===== src/rtl/pipe_hazard_ctrl_pkg.sv =====
// Shared definitions for the RV32I pipeline hazard controller.
//   - Forwarding select encodings driven on fwd_a / fwd_b.
//   - WDSel encodings from the ID-stage decoder (2'b01 marks a load).
//   - Controller FSM states.
package pipe_hazard_ctrl_pkg;

  localparam logic [1:0] FWD_RF  = 2'b00;  // operand from register file
  localparam logic [1:0] FWD_WB  = 2'b01;  // operand from MEM/WB
  localparam logic [1:0] FWD_MEM = 2'b10;  // operand from EX/MEM

  localparam logic [1:0] WDSel_FromALU = 2'b00;
  localparam logic [1:0] WDSel_FromMEM = 2'b01;
  localparam logic [1:0] WDSel_FromPC  = 2'b10;

  typedef enum logic [0:0] {
    ST_RUN      = 1'b0,
    ST_MEM_WAIT = 1'b1
  } state_e;

endpackage


===== src/rtl/pipe_hazard_ctrl_if.sv =====
// Handshake bundle between the pipeline datapath and the hazard controller.
//   master : datapath side (drives ID decode, redirect, dm_ready; receives controls)
//   slave  : controller side (receives decode/handshake; drives stalls, flushes, fwd)
interface pipe_hazard_ctrl_if #(
  parameter int REG_AW = 5
) ();

  logic              id_valid;
  logic [REG_AW-1:0] id_rs1;
  logic [REG_AW-1:0] id_rs2;
  logic [REG_AW-1:0] id_rd;
  logic              id_use_rs1;
  logic              id_use_rs2;
  logic              id_RegWrite;
  logic [1:0]        id_WDSel;
  logic              id_MemWrite;
  logic              ex_redirect;
  logic              dm_ready;
  logic              dm_req;
  logic              stall_pc;
  logic              stall_if_id;
  logic              flush_if_id;
  logic              flush_id_ex;
  logic              freeze_ex_mem;
  logic              freeze_mem_wb;
  logic [1:0]        fwd_a;
  logic [1:0]        fwd_b;

  modport master (
    output id_valid, id_rs1, id_rs2, id_rd, id_use_rs1, id_use_rs2,
           id_RegWrite, id_WDSel, id_MemWrite, ex_redirect, dm_ready,
    input  dm_req, stall_pc, stall_if_id, flush_if_id, flush_id_ex,
           freeze_ex_mem, freeze_mem_wb, fwd_a, fwd_b
  );

  modport slave (
    input  id_valid, id_rs1, id_rs2, id_rd, id_use_rs1, id_use_rs2,
           id_RegWrite, id_WDSel, id_MemWrite, ex_redirect, dm_ready,
    output dm_req, stall_pc, stall_if_id, flush_if_id, flush_id_ex,
           freeze_ex_mem, freeze_mem_wb, fwd_a, fwd_b
  );

endinterface


===== src/rtl/hazard_fwd_unit.sv =====
// Combinational forwarding comparator for one EX operand.
//   use_rs_i/rs_i          : EX operand is read / its source index
//   mem_*_i                : EX/MEM occupant (valid, RegWrite, is_load, rd)
//   wb_*_i                 : MEM/WB occupant (valid, RegWrite, rd)
//   fwd_o                  : FWD_MEM, FWD_WB or FWD_RF
module hazard_fwd_unit
  import pipe_hazard_ctrl_pkg::*;
#(
  parameter int REG_AW = 5
) (
  input  logic              use_rs_i,
  input  logic [REG_AW-1:0] rs_i,
  input  logic              mem_valid_i,
  input  logic              mem_regwrite_i,
  input  logic              mem_is_load_i,
  input  logic [REG_AW-1:0] mem_rd_i,
  input  logic              wb_valid_i,
  input  logic              wb_regwrite_i,
  input  logic [REG_AW-1:0] wb_rd_i,
  output logic [1:0]        fwd_o
);

  logic mem_hit_s;
  logic wb_hit_s;

  // Youngest producer wins; a load in EX/MEM has no data yet and x0 never forwards.
  always_comb begin
    mem_hit_s = use_rs_i & mem_valid_i & mem_regwrite_i & ~mem_is_load_i &
                (mem_rd_i != {REG_AW{1'b0}}) & (mem_rd_i == rs_i);
    wb_hit_s  = use_rs_i & wb_valid_i & wb_regwrite_i &
                (wb_rd_i != {REG_AW{1'b0}}) & (wb_rd_i == rs_i);
    if (mem_hit_s) begin
      fwd_o = FWD_MEM;
    end else if (wb_hit_s) begin
      fwd_o = FWD_WB;
    end else begin
      fwd_o = FWD_RF;
    end
  end

endmodule


===== src/rtl/pipe_hazard_ctrl.sv =====
// Stall / flush / freeze sequencing and EX forwarding for a 5-stage RV32I pipe.
//   clk, rst      : clock, synchronous active-high reset
//   bus (slave)   : ID decode, ex_redirect, dm_ready in; pipeline controls out
//   cnt_*         : wrapping hazard counters (load-use, redirect, memory wait)
// Shadow trackers mirror the ID/EX, EX/MEM and MEM/WB registers so every
// decision uses the same occupancy the datapath sees.
module pipe_hazard_ctrl
  import pipe_hazard_ctrl_pkg::*;
#(
  parameter int REG_AW = 5,
  parameter int CNT_W  = 32
) (
  input  logic               clk,
  input  logic               rst,
  pipe_hazard_ctrl_if.slave  bus,
  output logic [CNT_W-1:0]   cnt_load_use,
  output logic [CNT_W-1:0]   cnt_redirect,
  output logic [CNT_W-1:0]   cnt_mem_wait
);

  // EX slot
  logic              ex_valid_q, ex_regwrite_q, ex_is_load_q, ex_is_mem_q;
  logic              ex_use_rs1_q, ex_use_rs2_q;
  logic [REG_AW-1:0] ex_rd_q, ex_rs1_q, ex_rs2_q;
  // MEM slot
  logic              mem_valid_q, mem_regwrite_q, mem_is_load_q, mem_is_mem_q;
  logic [REG_AW-1:0] mem_rd_q;
  // WB slot
  logic              wb_valid_q, wb_regwrite_q;
  logic [REG_AW-1:0] wb_rd_q;

  state_e            state_q;
  logic [CNT_W-1:0]  cnt_load_use_q, cnt_redirect_q, cnt_mem_wait_q;

  logic              dm_req_s, mem_hold_s, redirect_s, load_use_s, ex_load_hit_s;
  logic              id_is_load_s;
  logic [1:0]        fwd_a_s, fwd_b_s;

  // Hazard classification, in priority order: memory hold, redirect, load-use.
  always_comb begin
    id_is_load_s  = (bus.id_WDSel == WDSel_FromMEM);
    dm_req_s      = mem_valid_q & mem_is_mem_q;
    mem_hold_s    = dm_req_s & ~bus.dm_ready;
    redirect_s    = bus.ex_redirect & ~mem_hold_s;
    ex_load_hit_s = ex_valid_q & ex_is_load_q & ex_regwrite_q &
                    (ex_rd_q != {REG_AW{1'b0}}) &
                    ((bus.id_use_rs1 & (bus.id_rs1 == ex_rd_q)) |
                     (bus.id_use_rs2 & (bus.id_rs2 == ex_rd_q)));
    load_use_s    = ~mem_hold_s & ~bus.ex_redirect & bus.id_valid & ex_load_hit_s;
  end

  hazard_fwd_unit #(.REG_AW(REG_AW)) u_fwd_a (
    .use_rs_i(ex_use_rs1_q), .rs_i(ex_rs1_q),
    .mem_valid_i(mem_valid_q), .mem_regwrite_i(mem_regwrite_q),
    .mem_is_load_i(mem_is_load_q), .mem_rd_i(mem_rd_q),
    .wb_valid_i(wb_valid_q), .wb_regwrite_i(wb_regwrite_q), .wb_rd_i(wb_rd_q),
    .fwd_o(fwd_a_s)
  );

  hazard_fwd_unit #(.REG_AW(REG_AW)) u_fwd_b (
    .use_rs_i(ex_use_rs2_q), .rs_i(ex_rs2_q),
    .mem_valid_i(mem_valid_q), .mem_regwrite_i(mem_regwrite_q),
    .mem_is_load_i(mem_is_load_q), .mem_rd_i(mem_rd_q),
    .wb_valid_i(wb_valid_q), .wb_regwrite_i(wb_regwrite_q), .wb_rd_i(wb_rd_q),
    .fwd_o(fwd_b_s)
  );

  // Pipeline controls; all forced quiet while reset is asserted.
  always_comb begin
    bus.stall_pc      = 1'b0;
    bus.stall_if_id   = 1'b0;
    bus.flush_if_id   = 1'b0;
    bus.flush_id_ex   = 1'b0;
    bus.freeze_ex_mem = 1'b0;
    bus.freeze_mem_wb = 1'b0;
    bus.fwd_a         = FWD_RF;
    bus.fwd_b         = FWD_RF;
    if (rst) begin
      bus.stall_pc = 1'b0;
    end else begin
      bus.stall_pc      = mem_hold_s | load_use_s;
      bus.stall_if_id   = mem_hold_s | load_use_s;
      bus.flush_if_id   = redirect_s;
      bus.flush_id_ex   = redirect_s | load_use_s;
      bus.freeze_ex_mem = mem_hold_s;
      bus.freeze_mem_wb = mem_hold_s;
      bus.fwd_a         = fwd_a_s;
      bus.fwd_b         = fwd_b_s;
    end
  end

  assign bus.dm_req   = dm_req_s;
  assign cnt_load_use = cnt_load_use_q;
  assign cnt_redirect = cnt_redirect_q;
  assign cnt_mem_wait = cnt_mem_wait_q;

  // Shadow trackers advance with the datapath registers they mirror.
  always_ff @(posedge clk) begin
    if (rst) begin
      ex_valid_q     <= 1'b0;  ex_regwrite_q <= 1'b0;  ex_is_load_q <= 1'b0;
      ex_is_mem_q    <= 1'b0;  ex_use_rs1_q  <= 1'b0;  ex_use_rs2_q <= 1'b0;
      ex_rd_q        <= {REG_AW{1'b0}};
      ex_rs1_q       <= {REG_AW{1'b0}};
      ex_rs2_q       <= {REG_AW{1'b0}};
      mem_valid_q    <= 1'b0;  mem_regwrite_q <= 1'b0;
      mem_is_load_q  <= 1'b0;  mem_is_mem_q   <= 1'b0;
      mem_rd_q       <= {REG_AW{1'b0}};
      wb_valid_q     <= 1'b0;  wb_regwrite_q  <= 1'b0;
      wb_rd_q        <= {REG_AW{1'b0}};
    end else if (!mem_hold_s) begin
      wb_valid_q     <= mem_valid_q;
      wb_regwrite_q  <= mem_regwrite_q;
      wb_rd_q        <= mem_rd_q;
      mem_valid_q    <= ex_valid_q;
      mem_regwrite_q <= ex_regwrite_q;
      mem_is_load_q  <= ex_is_load_q;
      mem_is_mem_q   <= ex_is_mem_q;
      mem_rd_q       <= ex_rd_q;
      if (redirect_s || load_use_s) begin
        // Bubble carries no register use so it can never trigger forwarding.
        ex_valid_q    <= 1'b0;  ex_regwrite_q <= 1'b0;  ex_is_load_q <= 1'b0;
        ex_is_mem_q   <= 1'b0;  ex_use_rs1_q  <= 1'b0;  ex_use_rs2_q <= 1'b0;
        ex_rd_q       <= {REG_AW{1'b0}};
        ex_rs1_q      <= {REG_AW{1'b0}};
        ex_rs2_q      <= {REG_AW{1'b0}};
      end else begin
        ex_valid_q    <= bus.id_valid;
        ex_regwrite_q <= bus.id_valid & bus.id_RegWrite;
        ex_is_load_q  <= bus.id_valid & id_is_load_s;
        ex_is_mem_q   <= bus.id_valid & (id_is_load_s | bus.id_MemWrite);
        ex_use_rs1_q  <= bus.id_valid & bus.id_use_rs1;
        ex_use_rs2_q  <= bus.id_valid & bus.id_use_rs2;
        ex_rd_q       <= bus.id_rd;
        ex_rs1_q      <= bus.id_rs1;
        ex_rs2_q      <= bus.id_rs2;
      end
    end
  end

  // RUN / MEM_WAIT sequencing of data-memory handshakes.
  always_ff @(posedge clk) begin
    if (rst) begin
      state_q <= ST_RUN;
    end else begin
      case (state_q)
        ST_RUN:      if (dm_req_s && !bus.dm_ready) state_q <= ST_MEM_WAIT;
        ST_MEM_WAIT: if (bus.dm_ready) state_q <= ST_RUN;
        default:     state_q <= ST_RUN;
      endcase
    end
  end

  // Hazard performance counters, wrapping modulo 2^CNT_W.
  always_ff @(posedge clk) begin
    if (rst) begin
      cnt_load_use_q <= {CNT_W{1'b0}};
      cnt_redirect_q <= {CNT_W{1'b0}};
      cnt_mem_wait_q <= {CNT_W{1'b0}};
    end else begin
      if (load_use_s) cnt_load_use_q <= cnt_load_use_q + CNT_W'(1);
      if (redirect_s) cnt_redirect_q <= cnt_redirect_q + CNT_W'(1);
      if (mem_hold_s) cnt_mem_wait_q <= cnt_mem_wait_q + CNT_W'(1);
    end
  end

endmodule

===== src/flat_wrapper.sv =====
// flat-port wrapper written by rule: the top's interface ports become plain ports
module pipe_hazard_ctrl_flat import pipe_hazard_ctrl_pkg::*;
#(
  parameter int REG_AW = 5,
  parameter int CNT_W  = 32
)
  (clk, rst, cnt_load_use, cnt_redirect, cnt_mem_wait, bus_id_valid, bus_id_rs1, bus_id_rs2, bus_id_rd, bus_id_use_rs1, bus_id_use_rs2, bus_id_RegWrite, bus_id_WDSel, bus_id_MemWrite, bus_ex_redirect, bus_dm_ready, bus_dm_req, bus_stall_pc, bus_stall_if_id, bus_flush_if_id, bus_flush_id_ex, bus_freeze_ex_mem, bus_freeze_mem_wb, bus_fwd_a, bus_fwd_b);
  pipe_hazard_ctrl_if #(.REG_AW(REG_AW)) bus_i ();
  input  logic clk;
  input  logic rst;
  output logic [CNT_W-1:0] cnt_load_use;
  output logic [CNT_W-1:0] cnt_redirect;
  output logic [CNT_W-1:0] cnt_mem_wait;
  input wire logic [$bits(bus_i.id_valid)-1:0] bus_id_valid;
  input wire logic [$bits(bus_i.id_rs1)-1:0] bus_id_rs1;
  input wire logic [$bits(bus_i.id_rs2)-1:0] bus_id_rs2;
  input wire logic [$bits(bus_i.id_rd)-1:0] bus_id_rd;
  input wire logic [$bits(bus_i.id_use_rs1)-1:0] bus_id_use_rs1;
  input wire logic [$bits(bus_i.id_use_rs2)-1:0] bus_id_use_rs2;
  input wire logic [$bits(bus_i.id_RegWrite)-1:0] bus_id_RegWrite;
  input wire logic [$bits(bus_i.id_WDSel)-1:0] bus_id_WDSel;
  input wire logic [$bits(bus_i.id_MemWrite)-1:0] bus_id_MemWrite;
  input wire logic [$bits(bus_i.ex_redirect)-1:0] bus_ex_redirect;
  input wire logic [$bits(bus_i.dm_ready)-1:0] bus_dm_ready;
  output wire logic [$bits(bus_i.dm_req)-1:0] bus_dm_req;
  output wire logic [$bits(bus_i.stall_pc)-1:0] bus_stall_pc;
  output wire logic [$bits(bus_i.stall_if_id)-1:0] bus_stall_if_id;
  output wire logic [$bits(bus_i.flush_if_id)-1:0] bus_flush_if_id;
  output wire logic [$bits(bus_i.flush_id_ex)-1:0] bus_flush_id_ex;
  output wire logic [$bits(bus_i.freeze_ex_mem)-1:0] bus_freeze_ex_mem;
  output wire logic [$bits(bus_i.freeze_mem_wb)-1:0] bus_freeze_mem_wb;
  output wire logic [$bits(bus_i.fwd_a)-1:0] bus_fwd_a;
  output wire logic [$bits(bus_i.fwd_b)-1:0] bus_fwd_b;
  assign bus_i.id_valid = bus_id_valid;
  assign bus_i.id_rs1 = bus_id_rs1;
  assign bus_i.id_rs2 = bus_id_rs2;
  assign bus_i.id_rd = bus_id_rd;
  assign bus_i.id_use_rs1 = bus_id_use_rs1;
  assign bus_i.id_use_rs2 = bus_id_use_rs2;
  assign bus_i.id_RegWrite = bus_id_RegWrite;
  assign bus_i.id_WDSel = bus_id_WDSel;
  assign bus_i.id_MemWrite = bus_id_MemWrite;
  assign bus_i.ex_redirect = bus_ex_redirect;
  assign bus_i.dm_ready = bus_dm_ready;
  assign bus_dm_req = bus_i.dm_req;
  assign bus_stall_pc = bus_i.stall_pc;
  assign bus_stall_if_id = bus_i.stall_if_id;
  assign bus_flush_if_id = bus_i.flush_if_id;
  assign bus_flush_id_ex = bus_i.flush_id_ex;
  assign bus_freeze_ex_mem = bus_i.freeze_ex_mem;
  assign bus_freeze_mem_wb = bus_i.freeze_mem_wb;
  assign bus_fwd_a = bus_i.fwd_a;
  assign bus_fwd_b = bus_i.fwd_b;
  pipe_hazard_ctrl #(.REG_AW(REG_AW), .CNT_W(CNT_W)) u_core (.clk(clk), .rst(rst), .bus(bus_i), .cnt_load_use(cnt_load_use), .cnt_redirect(cnt_redirect), .cnt_mem_wait(cnt_mem_wait));
endmodule

===== config.mk =====
export PLATFORM = sky130hd
export DESIGN_NAME = pipe_hazard_ctrl_flat
export DESIGN_NICKNAME = d
export VERILOG_FILES = /design/src/rtl/pipe_hazard_ctrl_pkg.sv /design/src/rtl/pipe_hazard_ctrl_if.sv /design/src/rtl/hazard_fwd_unit.sv /design/src/rtl/pipe_hazard_ctrl.sv /design/src/flat_wrapper.sv
export SDC_FILE = /design/constraint.sdc
export NUM_CORES = 1
export LEC_CHECK = 0
export ABC_AREA = 1
export CORE_MARGIN = 3
export CORE_UTILIZATION = 35
export DETAILED_ROUTE_END_ITERATION = 10
export SYNTH_ARGS = -nofsm -noshare
export SYNTH_HDL_FRONTEND = slang
export SYNTH_SLANG_ARGS = --single-unit

===== constraint.sdc =====
create_clock -name clk -period 2.6 [get_ports clk]
set_input_delay 0.26 -clock clk [delete_from_list [all_inputs] [get_ports clk]]
set_output_delay 0.26 -clock clk [all_outputs]
set_load 0.02 [all_outputs]

# After elaboration in Yosys (flattened, before gate mapping)
# Index checks and enable logic that the tools add are counted.
# op_classes
eq_ne	7
n_addsub	3
mux	19
reduce_logical	4
bitwise	43
# op_table
cell	count
32-bit by 1-bit adder with 32-bit output (second input constant)	3
1-bit AND	35
5-bit == test	6
5-bit two-way mux	3
5-bit nonzero test	3
1-bit two-way mux	12
2-bit two-way mux	4
1-bit inverter	4
1-bit bitwise OR	4
2-bit by 1-bit == test with 1-bit output (second input constant)	1
1-bit logical OR	1
# totals
input_bits	26
register_bits	133

# Longest topological paths before layout
# Gate-level depths: netlist of the first run.
# depth
depth_word	8
mapped_depth	12
depth_no_buf	12

# Cells and area by module
# From an unflattened synthesis of the first run, not the netlist that was laid out.
# hier_totals
cells_unflattened	1239
hier_area_um2	7776.2
# modules_own_cells
mod	cells_per_inst	seq_area_each_um2	area_each_um2	n_inst
pipe_hazard_ctrl	1119	2662.6	7265.7	1
hazard_fwd_unit	60	0.0	255.2	2

# Least setup slack after synthesis of the first run
# OpenSTA, ideal clock, no wires.
# synth_timing
path_kind	register to output
start	register u_core.ex_rd_q[2]
end	output bus_stall_pc
t_arrival_ns	1.904
stages_incl_launch_ff	11
slack_ns	0.436
path_buffers	2
cell_sequence	dfxtp_1 -> inv_2 -> nand2_1 -> nand2_1 -> nor2_1 -> nand3_2 -> nand2_4 -> nand2_4 -> buf_6 -> o21ai_0 -> buf_4
# synth_via
elab_chain_len	7
# synth_rtl
element	line_no	source
start, declared	pipe_hazard_ctrl.sv:24	logic [REG_AW-1:0] ex_rd_q, ex_rs1_q, ex_rs2_q;
start signal, assigned	pipe_hazard_ctrl.sv:102	ex_rd_q <= {REG_AW{1'b0}};
start signal, assigned	pipe_hazard_ctrl.sv:123	ex_rd_q <= {REG_AW{1'b0}};
start signal, assigned	pipe_hazard_ctrl.sv:133	ex_rd_q <= bus.id_rd;
5-bit == test (on tied branches)	pipe_hazard_ctrl.sv:47, pipe_hazard_ctrl.sv:48	
1-bit AND (on tied branches)	pipe_hazard_ctrl.sv:47, pipe_hazard_ctrl.sv:48	
1-bit bitwise OR	pipe_hazard_ctrl.sv:47	((bus.id_use_rs1 & (bus.id_rs1 == ex_rd_q)) |
1-bit AND (*)	pipe_hazard_ctrl.sv:46	(ex_rd_q != {REG_AW{1'b0}}) &
1-bit AND (*)	pipe_hazard_ctrl.sv:49	load_use_s = ~mem_hold_s & ~bus.ex_redirect & bus.id_valid & ex_load_hit_s;
1-bit bitwise OR (*)	--	
1-bit two-way mux (*)	--	
end, declared	flat_wrapper.sv:26	output wire logic [$bits(bus_i.stall_pc)-1:0] bus_stall_pc;
# Every way passes the cells marked *; elsewhere a longest branch is shown, timed or not.

# Worst setup path after layout of the first run
# layout_timing
start	register u_core.mem_valid_q
end	output bus_fwd_b[1]
# layout_via
elab_chain_len	7
# layout_rtl
element	line_no	source
start, declared	pipe_hazard_ctrl.sv:26	logic mem_valid_q, mem_regwrite_q, mem_is_load_q, mem_is_mem_q;
start signal, assigned	pipe_hazard_ctrl.sv:114	mem_valid_q <= ex_valid_q;
1-bit AND (4 in series)	hazard_fwd_unit.sv:28	mem_hit_s = use_rs_i & mem_valid_i & mem_regwrite_i & ~mem_is_load_i &
1-bit AND	hazard_fwd_unit.sv:29	(mem_rd_i != {REG_AW{1'b0}}) & (mem_rd_i == rs_i);
2-bit two-way mux	hazard_fwd_unit.sv:32	if (mem_hit_s) begin
2-bit two-way mux	pipe_hazard_ctrl.sv:78	if (rst) begin
end, declared	flat_wrapper.sv:33	output wire logic [$bits(bus_i.fwd_b)-1:0] bus_fwd_b;
# Every way passes these cells.

==> tab_implementation.tex, run 1 <==
\begin{tabular}{lr}
\hline
Metric & Value \\
\hline
\multicolumn{2}{l}{\textbf{Global route}} \\
Initial antenna violation count & 0 \\
Maximum number of pins on one net before global-route repair & 43 \\
Final global-route overflow total & 0 \\
Via count of the first global-routing pass & 7305 \\
Total global-route track usage & 19.7\% \\
Wire length of the first global-routing pass & 36.2 mm \\
\multicolumn{2}{l}{\textbf{Timing}} \\
Worst Tran Pin Value & 0.617 ns \\
Crit share post-route & 94.3\% \\
Final max-slew violation count & 0 \\
Fin Clk Skew & 0.00753 ns \\
Setup repair after global routing missed its margin & false \\
Worst slew slack as a fraction of its limit & 58.6\% \\
Maximum clock rate & 408 MHz \\
Total of endpoints with negative setup slack in the final report & 0 \\
Setup\_tns & 0 ns \\
Final-report hold violation count & 0 \\
Period minus WS final & 2.45 ns \\
\multicolumn{2}{l}{\textbf{Run}} \\
Max Cap Viol & 0 \\
\multicolumn{2}{l}{\textbf{Routing}} \\
Total DRC errors in the routed layout & 0 \\
Pre-Repair DR Iteration Count & 4 \\
Routed wire length per instance & 14.2 um \\
Number of vias after detailed routing & 7708 \\
Routed wire length & 22.5 mm \\
Number of routed nets with antenna violations & 0 \\
Number of DRC markers after the initial detailed-route iteration & 342 \\
Via-to-Cell Ratio & 4.89 \\
\multicolumn{2}{l}{\textbf{Synth}} \\
Share of synthesized area occupied by flip-flops and latches & 35.8\% \\
Flop and latch count out of synthesis & 133 \\
Area fraction of the dominant cell type after synthesis & 35.8\% \\
Distinct cells, synth & 39 \\
Cells after Synth & 1154 \\
Cell types occupying the most area after synthesis & dfxtp\_1 36\%, nand2\_1 17\%, nor2\_1 8.5\% \\
Mapped Area & 7440 sq um \\
Synth Warn \# & 0 \\
Mean instance size in the synthesized netlist & 6.44 sq um \\
Number of nets in the synthesized netlist & 1183 \\
Library cell occupying the most area in the post-synthesis netlist & dfxtp\_1 \\
\multicolumn{2}{l}{\textbf{Cells and area}} \\
Net count of the finished layout & 1324 \\
Utilization after layout & 47.3\% \\
Commonest non-fill, non-tap cells in the layout & 337 x nand2\_1, 169 x nor2\_1, 133 x dfxtp\_1 \\
Most common cell after layout, fill and taps aside & nand2\_1 \\
Area added between synthesis and finish & 30.9\% \\
Ant diodes & 0 \\
Fraction of final layout cells with drive strength greater than 1 & 7.42\% \\
Fillers & 2134 \\
\multicolumn{2}{l}{\textbf{Pwr}} \\
Power Density & 516 nW/um\^{}2 \\
Clk network pwr share & 53.7\% \\
Switching power total & 1.05 mW \\
Leakage power summed over all cells & 3.43 nW \\
Maximum vdd drop & 391 uV \\
Sw Ratio & 20.9\% \\
Logic gate share of total power & 4.9\% \\
Cell internal power dissipation & 3.97 mW \\
Sequential power share & 41.4\% \\
\multicolumn{2}{l}{\textbf{Critical path}} \\
Critical path data required time & 2.34 ns \\
Crit-path max FO & 4 \\
Critical Path AT & 2.19 ns \\
Critical path startpoint category & flop \\
Endpoint class of the critical path & output port \\
Critical path type & reg2out \\
\multicolumn{2}{l}{\textbf{Outcome}} \\
Run status & completed \\
\multicolumn{2}{l}{\textbf{Floorplanning}} \\
Die area & 23000 sq um \\
Number of I/O pins & 133 \\
Placeable core region & 20600 sq um \\
Vertical die dimension & 152 um \\
Total number of placement rows & 52 \\
Initial Utilization & 36.2\% \\
Die span in x & 152 um \\
\multicolumn{2}{l}{\textbf{Clock tree}} \\
TritonCTS buffer count & 17 \\
Clock tree from TritonCTS & yes \\
Deepest clock path buffer count & 2 \\
Cell at the root of the clock tree & clkbuf\_16 \\
Clock transition at the registers of the reported paths & 0.05 ns \\
Clk sinks & 133 \\
Hold Buf Count CTS & 0 \\
Post-CTS setup buffer count & 0 \\
Htree depth & 4 \\
Worst skew pair latency & 0.42 ns \\
\multicolumn{2}{l}{\textbf{Worst hold path}} \\
Min-Delay Path Class & in2reg \\
\multicolumn{2}{l}{\textbf{Placement}} \\
Quantity of I/O buffers inserted on ports & 132 \\
HPWL after DPL & 17.0 mm \\
Placer Congestion & 0.936 \\
\hline
\end{tabular}
stage by stage:
step	hold WS (ns)	setup WS [ns]	instance area [sq um]	instances	power [mW]
2_1_floorplan	0.403	0.436	7440	1154	2.26
3_3_place_gp	0.451	0.112	9070	1546	2.37
3_5_place_dp	0.453	0.0764	9070	1546	2.37
4_1_cts	0.227	0.0117	9720	1577	5.07
5_1_grt	0.248	0.0580	9730	1577	5.19
6_report	0.254	0.149	9730	1577	5.02
repair_timing:
action	in CTS	in global routing
resized for setup	2	3
pin swaps	0	0
endpoints found under the setup margin	2	3
layer usage:
metal  vias to the layer above  share of wire (%)  track usage [%]
met5                         -                  0                0
met1                      3521                 49             26.8
met2                       167                 45             31.8
met4                         0                1.5             4.81
li1                       3998                  -                -
met3                        22                4.9             4.55
sequential cells by signal, summed over array words and instances, names as in the netlist, 5 cells and up:
signal / cells
u_core.wb_rd_q: 5
u_core.mem_rd_q: 5
u_core.cnt_redirect: 32
u_core.cnt_mem_wait: 32
u_core.cnt_load_use: 32
u_core.ex_rs2_q: 5
u_core.ex_rs1_q: 5
u_core.ex_rd_q: 5
worst max-delay path, stage by stage, from the launching register on:
cell and delay, ns:
dfxtp_1 0.45, inv_1 0.10, nor4_2 0.29, nand4_1 0.14
nor2_1 0.16, clkdlybuf4s50_1 0.63
power by group through the flow:
stage | registers (mW) | clock network, mW | logic [mW]
floorplan | 2.12 | 0 | 0.139
global route | 2.08 | 2.84 | 0.273
global placement | 2.12 | 0 | 0.246
finish | 2.08 | 2.69 | 0.245
detailed placement | 2.12 | 0 | 0.246
CTS | 2.08 | 2.75 | 0.246
kinds of logic (layout without fill, tap and decap cells):
| logic type | count (synthesis) | in the layout | synth area share [%] |
|---|---|---|---|
| DFF | 133 | 133 | 35.8 |
| AOI/OAI and AO/OA | 150 | 150 | 11.6 |
| and+or+nand+nor | 682 | 682 | 40.7 |
| buffers and inverters | 166 | 319 | 8.99 |
| adders and majority gates | 3 | 3 | 0.505 |
| xor gates and xnor gates | 20 | 20 | 2.36 |
Yosys cell counts (all sizes together):
cell type,count
nand2,342
nor2,186
inv,138
dfxtp,133
nand3,69
a21oi,62
nor3,42
o21ai,36
o22ai,35
nand4,23
buf,18
xor2,15
nand3b,14
o21bai,11
clkbuf,9
xnor2,5
nor4,4
a31oi,3
ha,3
o21a,2
a22o,1
and3b,1
clkinv,1
nor3b,1
layout make-up:
class | count | area (sq um) | area share (%)
repair buffers | 149 | 1450 | 14.9
clock buffers | 21 | 450 | 4.63
well taps | 270 | 338 | 3.47
inverters | 139 | 522 | 5.36
clock inverters | 10 | 203 | 2.08
flip-flops and latches | 133 | 2660 | 27.4
multi-input cells | 855 | 4110 | 42.2
final timing paths:
kind,slack (ns),end,depth (start not counted),from
worst min register to register,0.47,u_core.mem_is_mem_q,2,u_core.ex_is_mem_q
worst min-delay path,0.25,u_core.wb_regwrite_q,4,rst
worst max-delay path,0.15,bus_fwd_b[1],5,u_core.mem_valid_q
worst max register to register,0.56,u_core.cnt_redirect[22],10,u_core.cnt_redirect[0]
(Power assumes the default switching activity.)
==> inputs of run 2 (changes only) <==
--- a/config.mk
+++ b/config.mk
@@ -6,7 +6,7 @@
 export NUM_CORES = 1
 export LEC_CHECK = 0
 export ABC_AREA = 1
-export CORE_MARGIN = 3
+export CORE_MARGIN = 2
 export CORE_UTILIZATION = 35
 export DETAILED_ROUTE_END_ITERATION = 10
 export SYNTH_ARGS = -nofsm -noshare
==> run 2 against run 1 <==
Against the previous run:
- highest routed layer unchanged
- setup slack worse by 0.014 ns
- non-clock buffer count fell by 4
- critical path type unchanged
- largest cell class unchanged
- core utilization decreased by 0.87 points
- design area barely moved
- clock skew increased by 0.00053 ns
- largest power group unchanged
- critical endpoint unchanged
- clock power grew 4%
- maximum frequency decreased by 0.58%
==> tab_implementation.tex, run 2 (synthesized netlist as in run 1, its figures left out) <==
\begin{tabular}{lr}
\hline
Metric & Value \\
\hline
\multicolumn{2}{l}{\textbf{Timing}} \\
Setup repair after global routing missed its margin & false (unchanged) \\
Period minus WS final & 2.47 ns (was 2.45 ns) \\
Final max-slew violation count & 0 (unchanged) \\
Worst slew slack as a fraction of its limit & 48.6\% (was 58.6\%) \\
Fin Clk Skew & 0.00806 ns (was 0.00753 ns) \\
Final-report hold violation count & 0 (unchanged) \\
Minimum setup slack in the final design & 0.135 ns (was 0.149 ns) \\
Maximum clock rate & 406 MHz (was 408 MHz) \\
Total of endpoints with negative setup slack in the final report & 0 (unchanged) \\
Setup\_tns & 0 ns (unchanged) \\
Crit share post-route & 94.8\% (was 94.3\%) \\
Worst Tran Pin Value & 0.771 ns (was 0.617 ns) \\
\multicolumn{2}{l}{\textbf{Clock tree}} \\
Clock transition at the registers of the reported paths & 0.06 ns (was 0.05 ns) \\
TritonCTS buffer count & 17 (unchanged) \\
Cell at the root of the clock tree & clkbuf\_16 (unchanged) \\
Clock tree from TritonCTS & yes (unchanged) \\
Deepest clock path buffer count & 2 (unchanged) \\
Htree depth & 4 (unchanged) \\
Worst skew pair latency & 0.42 ns (about the same) \\
Clk sinks & 133 (unchanged) \\
\multicolumn{2}{l}{\textbf{Critical path}} \\
Critical path type & reg2out (unchanged) \\
Crit-path max FO & 4 (unchanged) \\
Depth of the worst register-to-register path & 10 (unchanged) \\
First element of the critical path & u\_core.mem\_valid\_q (unchanged) \\
Cells along the critical path & inv\_1 > nor4\_1 > nand4\_1 > nor2\_1 > clkdlybuf4s50\_1 (was inv\_1 > nor4\_2 > nand4\_1 > nor2\_1 > clkdlybuf4s50\_1) \\
Peak per-stage delay on the critical path & 0.63 ns (about the same) \\
Critical Path Slowest Stage Cell & clkdlybuf4s50\_1 (unchanged) \\
Worst reg2reg path endpoint & u\_core.cnt\_redirect[22] (unchanged) \\
Endpoint class of the critical path & output port (unchanged) \\
Critical path startpoint category & flop (unchanged) \\
Worst setup slack for register-to-register paths & 0.53 ns (was 0.56 ns) \\
Critical Path AT & 2.21 ns (was 2.19 ns) \\
Critical path data required time & 2.34 ns (about the same) \\
Startpoint of the worst register-to-register path & u\_core.cnt\_redirect[0] (unchanged) \\
\multicolumn{2}{l}{\textbf{Routing}} \\
Number of routed nets with antenna violations & 0 (unchanged) \\
Routed wire length & 22.2 mm (was 22.5 mm) \\
Via-to-Cell Ratio & 4.92 (was 4.89) \\
Total DRC errors in the routed layout & 0 (unchanged) \\
Routed wire length per instance & 14.0 um (was 14.2 um) \\
Pre-Repair DR Iteration Count & 5 (was 4) \\
Number of vias after detailed routing & 7765 (was 7708) \\
Number of DRC markers after the initial detailed-route iteration & 442 (was 342) \\
\multicolumn{2}{l}{\textbf{Worst hold path}} \\
Endpoint of the worst hold-timing path & u\_core.cnt\_mem\_wait[2] (was u\_core.wb\_regwrite\_q) \\
Min-Delay Path Class & in2reg (unchanged) \\
Min-Delay Startpoint & rst (unchanged) \\
Hold-critical path depth & 3 (was 4) \\
\multicolumn{2}{l}{\textbf{Placement}} \\
HPWL after DPL & 16.8 mm (was 17.0 mm) \\
Quantity of I/O buffers inserted on ports & 132 (unchanged) \\
Placer Congestion & 0.911 (was 0.936) \\
Post-Place Cells & 1547 (was 1546) \\
Worst setup timing slack at the placement stage & 0.0806 ns (was 0.0764 ns) \\
\multicolumn{2}{l}{\textbf{Floorplanning}} \\
Number of I/O pins & 133 (unchanged) \\
Die span in x & 150 um (was 152 um) \\
Die area & 22400 sq um (was 23000 sq um) \\
Total number of placement rows & 53 (was 52) \\
Vertical die dimension & 150 um (was 152 um) \\
Initial Utilization & 35.5\% (was 36.2\%) \\
Placeable core region & 21000 sq um (was 20600 sq um) \\
\multicolumn{2}{l}{\textbf{Cells and area}} \\
Commonest non-fill, non-tap cells in the layout & 337 x nand2\_1, 169 x nor2\_1, 133 x dfxtp\_1 (unchanged) \\
Area added between synthesis and finish & 31.0\% (was 30.9\%) \\
Cell Count, Final, Fillers Out & 1579 (was 1577) \\
Ant diodes & 0 (unchanged) \\
Most common cell after layout, fill and taps aside & nand2\_1 (unchanged) \\
Fraction of final layout cells with drive strength greater than 1 & 7.36\% (was 7.42\%) \\
Net count of the finished layout & 1320 (was 1324) \\
\multicolumn{2}{l}{\textbf{Global route}} \\
Final global-route overflow total & 0 (unchanged) \\
Maximum number of pins on one net before global-route repair & 44 (was 43) \\
Initial antenna violation count & 0 (unchanged) \\
Wire length of the first global-routing pass & 36.5 mm (was 36.2 mm) \\
Via count of the first global-routing pass & 7267 (was 7305) \\
Total global-route track usage & 20.5\% (was 19.7\%) \\
\multicolumn{2}{l}{\textbf{Run}} \\
Max Cap Viol & 0 (unchanged) \\
\multicolumn{2}{l}{\textbf{Pwr}} \\
Maximum vdd drop & 489 uV (was 391 uV) \\
Leakage power summed over all cells & 3.40 nW (was 3.43 nW) \\
Power Density & 525 nW/um\^{}2 (was 516 nW/um\^{}2) \\
Power Total & 5.11 mW (was 5.02 mW) \\
\multicolumn{2}{l}{\textbf{Outcome}} \\
Run status & completed (unchanged) \\
\hline
\end{tabular}
## run 2: changes by cell type in the layout (fill, tap and decap cells not counted), moves of 2 or more
cell / previous run / this run
buf_4: 17 / 12
inv_6: 0 / 2
clkbuf_1: 3 / 0
clkinv_4: 0 / 4
clkinv_2: 3 / 1
## run 2: worst max-delay path, delay by kind of cell, from the launching register on
family                 cells  cell delay (ns)
flip-flops                 1             0.42
buffers and inverters      2             0.71
AND/OR/NAND/NOR            3             0.66
## run 2: through the flow
stage,utilization [%],hold slack [ns],instance area [sq um]
floorplan,-,0.403,7440
global placement,43.2,0.441,9060
detailed placement,43.2,0.455,9060
CTS,46.5,0.320,9740
global route,46.5,0.336,9740
finish,46.5,0.338,9740
## run 2: cell type report
| class | count | area, sq um |
|---|---|---|
| fill | 2171 | 11200 |
| inverter | 139 | 522 |
| multi-input combinational | 855 | 4110 |
| timing repair buffer | 145 | 1430 |
| tap | 275 | 344 |
| clock inverter | 15 | 253 |
| sequential | 133 | 2660 |
| clock buffer | 17 | 425 |
## run 2: repair_timing
action | 4_1_cts | 5_1_grt
setup endpoints to repair | 2 | 1
setup buffers | 0 | 0
hold buffers | 0 | 0
gates resized for setup | 2 | 1
## run 2: routing by layer
layer,global-route usage [%],share of wire [%]
met5,0,0
met4,6.51,1.8
met3,4.51,6.5
met2,33.3,45
met1,27.0,47
## run 2: how the worst max path moves through the flow
stage / cells past startpoint / to
final: 5 / bus_fwd_b[1]
after global routing: 5 / bus_fwd_b[1]
after CTS: 5 / bus_fwd_b[1]
after detailed placement: 7 / bus_stall_pc
after global placement: 10 / bus_stall_pc
after floorplan: 10 / bus_stall_pc
## run 2: power by group
group          internal [mW]  switching, mW  leakage [nW]
combinational         0.0972          0.148          2.00
clock                   1.81          0.979         0.324
sequential              2.06         0.0215          1.08
total                   3.96           1.15          3.40
==> inputs of run 3 (changes only) <==
--- a/config.mk
+++ b/config.mk
@@ -9,6 +9,8 @@
 export CORE_MARGIN = 2
 export CORE_UTILIZATION = 35
 export DETAILED_ROUTE_END_ITERATION = 10
+export DONT_BUFFER_PORTS = 1
+export SKIP_CTS_REPAIR_TIMING = 1
 export SYNTH_ARGS = -nofsm -noshare
 export SYNTH_HDL_FRONTEND = slang
 export SYNTH_SLANG_ARGS = --single-unit
==> run 3 against run 2 <==
Against the previous run:
- worst hold slack worse by 0.34 ns
- critical path depth up 3
- largest power group unchanged
- highest routed layer unchanged
- setup slack better by 0.065 ns
- sequential power about the same
- core utilization down 6.3 points
==> tab_implementation.tex, run 3 (synthesized netlist as in run 1, its figures left out) <==
\begin{tabular}{lr}
\hline
Metric & Value \\
\hline
\multicolumn{2}{l}{\textbf{Worst hold path}} \\
Hold-critical path depth & 2 (was 3) \\
Endpoint of the worst hold-timing path & u\_core.ex\_rs1\_q[4] (was u\_core.cnt\_mem\_wait[2]) \\
Min-Delay Path Class & in2reg (unchanged) \\
Min-Delay Startpoint & bus\_id\_rs1[4] (was rst) \\
\multicolumn{2}{l}{\textbf{Cells and area}} \\
Net count of the finished layout & 1197 (was 1320) \\
Commonest non-fill, non-tap cells in the layout & 337 x nand2\_1, 169 x nor2\_1, 133 x dfxtp\_1 (unchanged) \\
Fraction of final layout cells with drive strength greater than 1 & 7.79\% (was 7.36\%) \\
Ant diodes & 0 (unchanged) \\
Most common cell after layout, fill and taps aside & nand2\_1 (unchanged) \\
Area added between synthesis and finish & 13.3\% (was 31.0\%) \\
\multicolumn{2}{l}{\textbf{Pwr}} \\
Sw Ratio & 24.8\% (was 22.5\%) \\
Clk network pwr share & 51.1\% (was 54.5\%) \\
Maximum vdd drop & 382 uV (was 489 uV) \\
Power Density & 553 nW/um\^{}2 (was 525 nW/um\^{}2) \\
Sequential power share & 44.6\% (was 40.7\%) \\
Cell internal power dissipation & 3.50 mW (was 3.96 mW) \\
Leakage power summed over all cells & 2.91 nW (was 3.40 nW) \\
Power Total & 4.66 mW (was 5.11 mW) \\
Switching power total & 1.16 mW (was 1.15 mW) \\
Logic gate share of total power & 4.4\% (was 4.8\%) \\
\multicolumn{2}{l}{\textbf{Routing}} \\
Number of DRC markers after the initial detailed-route iteration & 363 (was 442) \\
Number of vias after detailed routing & 7217 (was 7765) \\
Number of routed nets with antenna violations & 0 (unchanged) \\
Routed wire length & 21.6 mm (was 22.2 mm) \\
Routed wire length per instance & 14.8 um (was 14.0 um) \\
Via-to-Cell Ratio & 4.96 (was 4.92) \\
Total DRC errors in the routed layout & 0 (unchanged) \\
Pre-Repair DR Iteration Count & 5 (unchanged) \\
\multicolumn{2}{l}{\textbf{Floorplanning}} \\
Die area & 22400 sq um (unchanged) \\
Total number of placement rows & 53 (unchanged) \\
Initial Utilization & 35.5\% (unchanged) \\
Vertical die dimension & 150 um (unchanged) \\
Number of I/O pins & 133 (unchanged) \\
Die span in x & 150 um (unchanged) \\
Placeable core region & 21000 sq um (unchanged) \\
\multicolumn{2}{l}{\textbf{Timing}} \\
Worst slew slack as a fraction of its limit & 42.9\% (was 48.6\%) \\
Final-report hold violation count & 0 (unchanged) \\
Period minus WS final & 2.40 ns (was 2.47 ns) \\
Crit share post-route & 92.3\% (was 94.8\%) \\
Setup\_tns & 0 ns (unchanged) \\
Fin Clk Skew & 0.00962 ns (was 0.00806 ns) \\
Setup repair after global routing missed its margin & false (unchanged) \\
Maximum clock rate & 417 MHz (was 406 MHz) \\
Total of endpoints with negative setup slack in the final report & 0 (unchanged) \\
Final max-slew violation count & 0 (unchanged) \\
Worst Tran Pin Value & 0.854 ns (was 0.771 ns) \\
\multicolumn{2}{l}{\textbf{Critical path}} \\
Critical path startpoint category & flop (unchanged) \\
Depth of the worst register-to-register path & 10 (unchanged) \\
Startpoint of the worst register-to-register path & u\_core.cnt\_redirect[1] (was u\_core.cnt\_redirect[0]) \\
Cells along the critical path & inv\_2 > nand2\_1 > nand2\_1 > nor2\_1 > nand3\_2 > nand2\_4 > nand2\_4 > a21oi\_1 (was inv\_1 > nor4\_1 > nand4\_1 > nor2\_1 > clkdlybuf4s50\_1) \\
Critical path type & reg2out (unchanged) \\
Worst reg2reg path endpoint & u\_core.cnt\_redirect[22] (unchanged) \\
Critical Path AT & 2.14 ns (was 2.21 ns) \\
Critical path data required time & 2.34 ns (about the same) \\
Crit-path max FO & 17 (was 4) \\
Peak per-stage delay on the critical path & 0.44 ns (was 0.63 ns) \\
Critical Path Slowest Stage Cell & a21oi\_1 (was clkdlybuf4s50\_1) \\
Worst setup slack for register-to-register paths & 0.60 ns (was 0.53 ns) \\
Endpoint class of the critical path & output port (unchanged) \\
\multicolumn{2}{l}{\textbf{Placement}} \\
HPWL after DPL & 15.7 mm (was 16.8 mm) \\
Quantity of I/O buffers inserted on ports & 0 (was 132) \\
Placer Congestion & 0.890 (was 0.911) \\
\multicolumn{2}{l}{\textbf{Clock tree}} \\
Deepest clock path buffer count & 2 (unchanged) \\
Htree depth & 4 (unchanged) \\
TritonCTS buffer count & 17 (unchanged) \\
Clock tree from TritonCTS & yes (unchanged) \\
Clk sinks & 133 (unchanged) \\
Worst skew pair latency & 0.42 ns (about the same) \\
Cell at the root of the clock tree & clkbuf\_16 (unchanged) \\
Clock transition at the registers of the reported paths & 0.07 ns (was 0.06 ns) \\
\multicolumn{2}{l}{\textbf{Global route}} \\
Total global-route track usage & 19.3\% (was 20.5\%) \\
Via count of the first global-routing pass & 6778 (was 7267) \\
Maximum number of pins on one net before global-route repair & 66 (was 44) \\
Met1 Resource Use GR & 24.7\% (was 27.0\%) \\
Met2 routing resource usage after global routing & 31.1\% (was 33.3\%) \\
Final global-route overflow total & 0 (unchanged) \\
GR peak layer & met2 (unchanged) \\
Met3 usage & 6.34\% (was 4.51\%) \\
Wire length of the first global-routing pass & 34.6 mm (was 36.5 mm) \\
Initial antenna violation count & 0 (unchanged) \\
\multicolumn{2}{l}{\textbf{Outcome}} \\
Run status & completed (unchanged) \\
\multicolumn{2}{l}{\textbf{Run}} \\
Max Cap Viol & 0 (unchanged) \\
\hline
\end{tabular}
[run 3: cell count changes in the layout (fill, tap and decap cells not counted), sizes merged, moves of 2 or more]
cell           change
clkdlybuf4s50    -128
dlygate4sd3       +12
bufinv             -5
buf                -4
clkbuf             +2
clkinvlp           +2
dlygate4sd2        -2
inv                +2
[run 3: per-stage QoR]
stage / hold slack (ns) / worst slack [ns] / instance area [sq um] / cells / util, %
global route: 0.00426 / 0.0614 / 8420 / 1456 / 40.2
CTS: -0.121 / 0.163 / 8280 / 1443 / 39.5
finish: 0.00141 / 0.199 / 8420 / 1456 / 40.2
floorplan: 0.403 / 0.436 / 7440 / 1154 / -
global placement: 0.340 / 0.622 / 7700 / 1411 / 36.8
detailed placement: 0.339 / 0.623 / 7700 / 1411 / 36.8
[run 3: critical path, delay by kind of cell, from the launching register on]
family | cells | cell delay (ns)
buffers and inverters | 1 | 0.08
DFF | 1 | 0.36
and+or+nand+nor | 6 | 0.82
AOI/OAI and AO/OA | 1 | 0.44
[run 3: layout make-up]
class / instances / area (sq um)
clock buffers: 19 / 453
clock inverters: 13 / 123
fillers: 2264 / 12500
inverters: 139 / 522
multi-input cells: 855 / 4110
flip-flops and latches: 133 / 2660
well taps: 275 / 344
repair buffers: 22 / 215
[run 3: how the worst max path moves through the flow]
stage	start	endpoint	slack (ns)	cells after the start
floorplan	u_core.ex_rd_q[2]	bus_stall_pc	0.44	10
global placement	u_core.mem_valid_q	bus_flush_id_ex	0.62	5
detailed placement	u_core.mem_valid_q	bus_flush_id_ex	0.62	5
CTS	u_core.mem_valid_q	bus_flush_id_ex	0.16	5
global route	u_core.ex_rd_q[2]	bus_flush_id_ex	0.06	8
finish	u_core.ex_rd_q[2]	bus_flush_id_ex	0.20	8
[run 3: power groups by stage]
| stage | combinational [mW] | sequential [mW] | clock (mW) |
|---|---|---|---|
| after floorplan | 0.139 | 2.12 | 0 |
| after global placement | 0.164 | 2.12 | 0 |
| after detailed placement | 0.165 | 2.12 | 0 |
| after CTS | 0.165 | 2.08 | 2.44 |
| after global routing | 0.226 | 2.08 | 2.53 |
| final | 0.203 | 2.08 | 2.38 |
[run 3: metal layers]
metal / vias to the layer above / wire (um)
met1: 3254 / 9920
met5: - / 0
met4: 0 / 248
li1: 3755 / -
met3: 19 / 1610
met2: 189 / 9810
